### src/rtl/mem_req_sched_pkg.sv
// Shared definitions for the dual-slot data-memory request scheduler:
// FSM state encoding and access-size codes.
package mem_req_sched_pkg;

    typedef enum logic [2:0] {
        ST_IDLE   = 3'd0,
        ST_REQ    = 3'd1,
        ST_WAIT   = 3'd2,
        ST_DONE   = 3'd3,
        ST_CANCEL = 3'd4
    } state_t;

    localparam logic [1:0] SIZE_B = 2'd0;
    localparam logic [1:0] SIZE_H = 2'd1;
    localparam logic [1:0] SIZE_W = 2'd2;

endpackage

### src/rtl/mem_req_slot.sv
// One MEM slot: latched request fields, pending-issue bit and the raw read
// word returned for it.
module mem_req_slot
    import mem_req_sched_pkg::*;
#(
    parameter int AW = 32,
    parameter int DW = 32
) (
    input  logic              clk,
    input  logic              resetn,
    input  logic              load,
    input  logic              valid,
    input  logic              wr,
    input  logic [1:0]        size,
    input  logic [DW/8-1:0]   wstrb,
    input  logic [AW-1:0]     addr,
    input  logic [DW-1:0]     wdata,
    input  logic              clr_pend,
    input  logic              rd_we,
    input  logic [DW-1:0]     rd_data,
    output logic              pending,
    output logic              q_wr,
    output logic [1:0]        q_size,
    output logic [DW/8-1:0]   q_wstrb,
    output logic [AW-1:0]     q_addr,
    output logic [DW-1:0]     q_wdata,
    output logic [DW-1:0]     rdata
);

    always_ff @(posedge clk) begin
        if (!resetn) begin
            pending <= 1'b0;
            q_wr    <= 1'b0;
            q_size  <= 2'd0;
            q_wstrb <= '0;
            q_addr  <= '0;
            q_wdata <= '0;
            rdata   <= '0;
        end else begin
            if (load) begin
                pending <= valid;
                q_wr    <= wr;
                q_size  <= size;
                q_wstrb <= wstrb;
                q_addr  <= addr;
                q_wdata <= wdata;
            end else if (clr_pend) begin
                pending <= 1'b0;
            end
            // A store's acknowledge carries no data, so its slot reads as zero.
            if (rd_we) begin
                rdata <= q_wr ? '0 : rd_data;
            end
        end
    end

endmodule

### src/rtl/mem_req_sched.sv
// Serialises the two MEM-slot accesses of a dual-issue pair onto a single
// req/addr_ok/data_ok data port, oldest slot first, one request outstanding.
module mem_req_sched
    import mem_req_sched_pkg::*;
#(
    parameter int AW = 32,
    parameter int DW = 32
) (
    input  logic              clk,
    input  logic              resetn,
    input  logic              flush,
    input  logic              start,
    input  logic              first_is_s2,
    input  logic              s1_valid,
    input  logic              s1_wr,
    input  logic [1:0]        s1_size,
    input  logic [DW/8-1:0]   s1_wstrb,
    input  logic [AW-1:0]     s1_addr,
    input  logic [DW-1:0]     s1_wdata,
    input  logic              s2_valid,
    input  logic              s2_wr,
    input  logic [1:0]        s2_size,
    input  logic [DW/8-1:0]   s2_wstrb,
    input  logic [AW-1:0]     s2_addr,
    input  logic [DW-1:0]     s2_wdata,
    output logic              data_req,
    output logic              data_wr,
    output logic [1:0]        data_size,
    output logic [DW/8-1:0]   data_wstrb,
    output logic [AW-1:0]     data_addr,
    output logic [DW-1:0]     data_wdata,
    input  logic              data_addr_ok,
    input  logic              data_data_ok,
    input  logic [DW-1:0]     data_rdata,
    output logic [DW-1:0]     s1_rdata,
    output logic [DW-1:0]     s2_rdata,
    output logic              done,
    output logic              stallreq
);

    state_t state;
    logic   cur_s2;
    logic   accept, issue_ok, resp_ok;
    logic   s1_pend, s2_pend;
    logic   s1_q_wr, s2_q_wr;
    logic [1:0]      s1_q_size, s2_q_size;
    logic [DW/8-1:0] s1_q_wstrb, s2_q_wstrb;
    logic [AW-1:0]   s1_q_addr, s2_q_addr;
    logic [DW-1:0]   s1_q_wdata, s2_q_wdata;

    always_comb begin
        accept   = (state == ST_IDLE) && start && (s1_valid || s2_valid) && !flush;
        issue_ok = (state == ST_REQ) && !flush && data_addr_ok;
        resp_ok  = (state == ST_WAIT) && data_data_ok && !flush;
    end

    mem_req_slot #(.AW(AW), .DW(DW)) u_slot1 (
        .clk(clk), .resetn(resetn), .load(accept),
        .valid(s1_valid), .wr(s1_wr), .size(s1_size), .wstrb(s1_wstrb),
        .addr(s1_addr), .wdata(s1_wdata),
        .clr_pend(issue_ok && !cur_s2), .rd_we(resp_ok && !cur_s2), .rd_data(data_rdata),
        .pending(s1_pend), .q_wr(s1_q_wr), .q_size(s1_q_size), .q_wstrb(s1_q_wstrb),
        .q_addr(s1_q_addr), .q_wdata(s1_q_wdata), .rdata(s1_rdata)
    );

    mem_req_slot #(.AW(AW), .DW(DW)) u_slot2 (
        .clk(clk), .resetn(resetn), .load(accept),
        .valid(s2_valid), .wr(s2_wr), .size(s2_size), .wstrb(s2_wstrb),
        .addr(s2_addr), .wdata(s2_wdata),
        .clr_pend(issue_ok && cur_s2), .rd_we(resp_ok && cur_s2), .rd_data(data_rdata),
        .pending(s2_pend), .q_wr(s2_q_wr), .q_size(s2_q_size), .q_wstrb(s2_q_wstrb),
        .q_addr(s2_q_addr), .q_wdata(s2_q_wdata), .rdata(s2_rdata)
    );

    // Port fields come from latched copies so they stay stable while addr_ok is withheld.
    always_comb begin
        data_req   = (state == ST_REQ) && !flush;
        data_wr    = cur_s2 ? s2_q_wr    : s1_q_wr;
        data_size  = cur_s2 ? s2_q_size  : s1_q_size;
        data_wstrb = cur_s2 ? s2_q_wstrb : s1_q_wstrb;
        data_addr  = cur_s2 ? s2_q_addr  : s1_q_addr;
        data_wdata = cur_s2 ? s2_q_wdata : s1_q_wdata;
        done       = (state == ST_DONE);
        case (state)
            ST_IDLE: stallreq = accept;
            ST_DONE: stallreq = 1'b0;
            default: stallreq = 1'b1;
        endcase
    end

    always_ff @(posedge clk) begin
        if (!resetn) begin
            state  <= ST_IDLE;
            cur_s2 <= 1'b0;
        end else begin
            case (state)
                ST_IDLE: begin
                    if (accept) begin
                        state  <= ST_REQ;
                        cur_s2 <= first_is_s2 ? s2_valid : !s1_valid;
                    end
                end
                ST_REQ: begin
                    if (flush) begin
                        state <= ST_IDLE;
                    end else if (data_addr_ok) begin
                        state <= ST_WAIT;
                    end
                end
                ST_WAIT: begin
                    if (data_data_ok) begin
                        if (flush) begin
                            state <= ST_IDLE;
                        end else if (cur_s2 ? s1_pend : s2_pend) begin
                            cur_s2 <= !cur_s2;
                            state  <= ST_REQ;
                        end else begin
                            state <= ST_DONE;
                        end
                    end else if (flush) begin
                        state <= ST_CANCEL;
                    end
                end
                // The bridge still owes a response; swallow it before going idle.
                ST_CANCEL: begin
                    if (data_data_ok) begin
                        state <= ST_IDLE;
                    end
                end
                ST_DONE: state <= ST_IDLE;
                default: state <= ST_IDLE;
            endcase
        end
    end

endmodule

### config.mk
export PLATFORM = sky130hd
export DESIGN_NAME = mem_req_sched
export DESIGN_NICKNAME = d
export VERILOG_FILES = /design/src/rtl/mem_req_sched_pkg.sv /design/src/rtl/mem_req_slot.sv /design/src/rtl/mem_req_sched.sv
export SDC_FILE = /design/constraint.sdc
export NUM_CORES = 1
export LEC_CHECK = 0
export ABC_AREA = 1
export BUFFER_PORTS_ARGS = -buffer_cell sky130_fd_sc_hd__buf_2
export CAP_MARGIN = 10
export CORE_MARGIN = 4
export CORE_UTILIZATION = 49
export CTS_CLUSTER_SIZE = 25
export DETAILED_ROUTE_END_ITERATION = 8
export PLACE_DENSITY = 0.8
export SYNTH_ARGS = -nofsm -noshare
export SYNTH_HDL_FRONTEND = slang
export SYNTH_SLANG_ARGS = --single-unit
### constraint.sdc
create_clock -name clk -period 1.7 [get_ports clk]
set_input_delay 0.34 -clock clk [delete_from_list [all_inputs] [get_ports clk]]
set_output_delay 0.34 -clock clk [all_outputs]
set_load 0.1 [all_outputs]
---- Word-level counts from Yosys, hierarchy flattened ----
Cells that the tools add are included.
operators by class
  bitwise gates (word level) .............. 0
  reduce and logical (&&, ||, !) cells .... 21
  multipliers ............................. 0
  div/mod/pow operators ................... 0
  equality and inequality tests ........... 11
  add/sub/neg operators ................... 0
  shift operators ......................... 0
  magnitude comparators ................... 0
  mux-type cells .......................... 28
operators with widths
  operator                                                               number
  32-bit two-way mux                                                     4
  3-bit two-way mux                                                      6
  3-bit one-hot mux with 4 select lines                                  1
  1-bit logical AND                                                      11
  1-bit two-way mux                                                      11
  2-bit != test, second input constant                                   4
  3-bit by 2-bit equality test with 1-bit output, second input constant  2
  2-bit two-way mux                                                      3
  3-bit != test, second input constant                                   2
  2-bit nonzero test                                                     3
  5-bit AND reduction                                                    1
  4-bit two-way mux                                                      1
  1-bit one-hot mux with 2 select lines                                  2
  4-bit AND reduction                                                    1
  3-bit by 1-bit equality test with 1-bit output, second input constant  1
  3-bit equality test, second input constant                             1
  1-bit logical NOT                                                      3
  3-bit logical NOT                                                      1
  2-bit by 1-bit != test with 1-bit output, second input constant        1
  1-bit logical OR                                                       1
word-level totals
  ROM bits ................................ 0
  output and inout port bits .............. 138
  bits in writable memories ............... 0
  input bits .............................. 183
  latch bits .............................. 0
  flip-flop bits (word level) ............. 212
  word-level logic and storage cells ...... 76
  memories kept ........................... 0

---- Longest topological paths before layout ----
  depth after elaboration ................. 6
  mapped depth ............................ 9
  depth with buffers taken out ............ 9

---- Cells and area by module ----
A second synthesis with hierarchy kept.
second synthesis, totals
  cells, all modules ...................... 1,221
  area, all modules ....................... 9,311.4 um^2
by module, submodules not included
  module         instances  seq. area each (um^2)  area an instance (um^2)  cells an instance
  mem_req_slot   2          2,082.0                4,010.1                  457
  mem_req_sched  1          80.1                   1,291.2                  307

---- Least setup slack after synthesis ----
Ideal clock, no wire load.
  path kind ............................... register to output
  from .................................... register state[0]
  to ...................................... output port stallreq
  stages on the path, launching flop included .. 4
  arrival time ............................ 3.908 ns
  path slack .............................. -2.548 ns
  path through ............................ dfxtp_1 inv_1 nor3_1 a21oi_1
between the ends
  elaborated cells on any way between the ends .. 6
  those cells by class .................... 1 x eq/ne; 1 x mux; 4 x reduce/logical
RTL lines
  item                                            line                  text
  from (decl)                                     mem_req_sched.sv:41   state_t state;
  from (signal assigned)                          mem_req_sched.sv:93   state <= ST_IDLE;
  from (signal assigned)                          mem_req_sched.sv:99   state <= ST_REQ;
  from (signal assigned)                          mem_req_sched.sv:105  state <= ST_IDLE;
  3-bit by 2-bit equality test with 1-bit output  -
  named net done                                  mem_req_sched.sv:37   output logic done,
  1-bit one-hot mux with 2 select lines           mem_req_sched.sv:84   case (state)
  to (decl)                                       mem_req_sched.sv:38   output logic stallreq
The timed path passes the listed nets, and every way through them passes these cells.

---- Final worst setup path ----
  from .................................... register cur_s2
  to ...................................... output port data_wdata[2]
between the ends
  cells in the longest elaborated chain, start to end .. 1
ends and longest elaborated chain
  item                    line                  text
  from (decl)             mem_req_sched.sv:42   logic cur_s2;
  from (signal assigned)  mem_req_sched.sv:100  cur_s2 <= first_is_s2 ? s2_valid : !s1_valid;
  from (signal assigned)  mem_req_sched.sv:115  cur_s2 <= !cur_s2;
  32-bit two-way mux      mem_req_sched.sv:82   data_wdata = cur_s2 ? s2_q_wdata : s1_q_wdata;
  to (decl)               mem_req_sched.sv:31   output logic [DW-1:0] data_wdata,
No other way between the ends.

==> reports/qor.txt <==
Port Buffer Count -> 320
drt first pass iters -> 5
# DRC -> 0
worst setup margin -> -0.2291 ns
failing checks -> setup timing
fin nets -> 1680
outcome -> finished with violations
# setup viols final -> 74
DR vias -> 8969
Overflow after GRT -> 0
CP max-delay cell -> dfxtp_4
mean instance size in the synthesized netlist -> 7.114 um^2
clk slew on worst S/H paths -> 0.06 ns
Root Buffer -> clkbuf_16
DP HPWL -> 18.35 mm
top post-synthesis cells by area -> dfxtp_1, nand2_1, nor2_1, o21ai_0, a21oi_1
HP Class -> input pin to flop
multi-input logic area -> 4288 um^2
Starting Density -> 49.78%
Hold WS -> 0.05316 ns
list of most frequent post-synthesis cells -> nand2_1, nor2_1, dfxtp_1
Async S/R FF share, synth -> 0%
Slowest Stage Delay on Critical Path -> 0.41 ns
Pwr per Cell Area -> 1593 nW/um^2
startpoint types -> flop
post-synthesis register bit count -> 212
Die X -> 140.1 um
Routed WL per cell -> 15.88 um
vias in the first global route -> 8635
final count of hold timing violations -> 0
Clock Latency Late Sink -> 0.50 ns
drt via density -> 5.161
warnings from Yosys -> 0
max_slew headroom -> 65.56%
Crit. End Element -> primary output
initial antenna violation count -> 4
Die Ht -> 140.1 um
RSZ-0062 raised after global routing -> true
worst-path cell chain -> inv_8 -> buf_12 -> nand2_1 -> nand2_4 -> buf_12
Ports -> 321
Arr. time, crit path -> 1.59 ns
most frequent CP cell -> buf_12
GRT Total Usage -> 26.11%
htree depth -> 1
Netlist cell types -> 21
critical path type -> flop to primary output
Layout Skew -> 0.008812 ns
CTS Sinks -> 212
MaxCap Viol Count -> 0
CORE AREA -> 17180 um^2
Post-synth EDFFs -> 0
Area growth syn-to-layout -> 50.66%
count leader, synth -> nand2_1
syn nets -> 1385
clock buffer depth -> 3
initial drt markers -> 547
Mapped Area -> 8551 um^2
fin. max-slew vios -> 0
CTS Buf Count -> 24
Peak Freq -> 0.5184 GHz
first-pass GRT wire length -> 42.59 mm
setup TNS -> -14.26 ns
Worst EP required -> 1.36 ns
fill count -> 1287
Worst Tran Pin Value -> 0.5201 ns
largest net degree at the start of global routing -> 77
final cycle utilization of the critical path -> 113.5%
register area share after synthesis -> 49.63%
layout cell share with drive strength beyond 1 -> 32.63%
Worst Path Max Fanout -> 18
FF+latch area -> 4259 um^2
Cells after Synth -> 1202
row count -> 48
crit path time final -> 1.929 ns
drt total wl -> 27.59 mm
Post-synth top flop -> dfxtp_1
GP Congestion -> 0.8748
Hold Buf Count CTS -> 0
area of the die -> 19630 um^2
Yosys top cell area share -> 49.63%
CTS tree -> done
antenna-violating nets left -> 0
maximum VDD drop -> 0.001122 V
Synth area leader -> dfxtp_1
P_leak -> 5.921 nW
[per-layer routing]
layer	wire (um)	track usage, %	vias to the layer above
met2	13510	45.07	374
met4	1059	9.944	4
met1	10540	31.19	4148
li1	-	-	4372
met5	22	0	-
met3	2461	6.862	71
[critical path, delay by kind of cell, from the launching register on]
kind / cells / cell delay [ns]
buf+inv: 3 / 0.45
flops: 1 / 0.41
simple gates: 2 / 0.21
[what timing repair did]
item,CTS,global route
pin swaps,3,2
gates cloned,2,2
setup endpoints to repair,74,92
buffers inserted,4,2
resized for setup,14,20
[final cells by class]
| type | instances | area share [%] |
|---|---|---|
| multi-input cells | 894 | 33.28 |
| flip-flops and latches | 212 | 33.06 |
| repair buffers | 351 | 24.84 |
| clock buffers | 37 | 5.905 |
| well taps | 225 | 2.185 |
| inverters | 14 | 0.5633 |
| clock inverters | 3 | 0.1165 |
| diodes | 2 | 0.03885 |
[layout by cell type (no fill, tap or decap), drive strengths merged]
master  netlist  routed
a21oi        69      69
buf          50     349
clkbuf       32      39
clkinv        0       3
dfxtp       212     212
diode         0       2
inv          14      14
nand2       364     364
nand3         6       6
nand4         2       2
nor2        302     302
nor3          5       5
o21ai       146     146
[report_power, final]
part | internal, mW | total, mW | switching [mW]
clock network | 3.04 | 5.01 | 1.96
registers | 5.73 | 6.18 | 0.448
logic | 3.09 | 9.34 | 6.25
total | 11.9 | 20.5 | 8.66
[final timing paths]
path         slack, ns  depth (start not counted)                      startpoint                               to
min               0.05                          3                     s2_wdata[7]  u_slot2.q_wdata[7]$_SDFFE_PN0P_
min reg2reg       0.46                          2  u_slot2.rdata[18]$_SDFFE_PN0P_   u_slot2.rdata[18]$_SDFFE_PN0P_
max reg2reg       0.07                          7           state[1]$_SDFFE_PN0P_   u_slot2.q_addr[2]$_SDFFE_PN0P_
max              -0.23                          5             cur_s2$_SDFFE_PN0P_                    data_wdata[2]
[kinds of logic (layout without fill, tap and decap cells)]
family                 after synthesis  after routing  share of synthesized area [%]
AND/OR/NAND/NOR                    679            679                          30.52
AO/OA/AOI/OAI                      215            215                          12.58
flip-flops                         212            212                          49.63
buffers and inverters               96            405                          7.258
other                                0              2                              0
[metrics by stage]
step	std cells	total power, mW	instance area (um^2)	setup WS [ns]	util [%]
after floorplan	1202	12.23	9121	-0.1955	-
after global placement	1686	15.00	11870	0.1166	69.12
after detailed placement	1686	15.12	11870	0.1128	69.12
after CTS	1732	20.42	12760	-0.2546	74.32
after global routing	1738	21.35	12880	-0.2817	75.00
final	1738	20.53	12880	-0.2291	75.00
[sequential cells by signal (all words and copies together), names as in the netlist]
| signal | count |
|---|---|
| u_slot2.q_wdata | 32 |
| u_slot2.q_size | 2 |
| u_slot1.q_addr | 32 |
| u_slot1.q_wdata | 32 |
| u_slot2.q_wstrb | 4 |
| state | 3 |
| u_slot2.q_wr | 1 |
| u_slot1.rdata | 32 |
| cur_s2 | 1 |
| u_slot1.pending | 1 |
| u_slot1.q_wstrb | 4 |
| u_slot2.pending | 1 |
| u_slot1.q_wr | 1 |
| u_slot1.q_size | 2 |
| u_slot2.q_addr | 32 |
| u_slot2.rdata | 32 |
No activity file was read; power rests on OpenSTA's default activity.
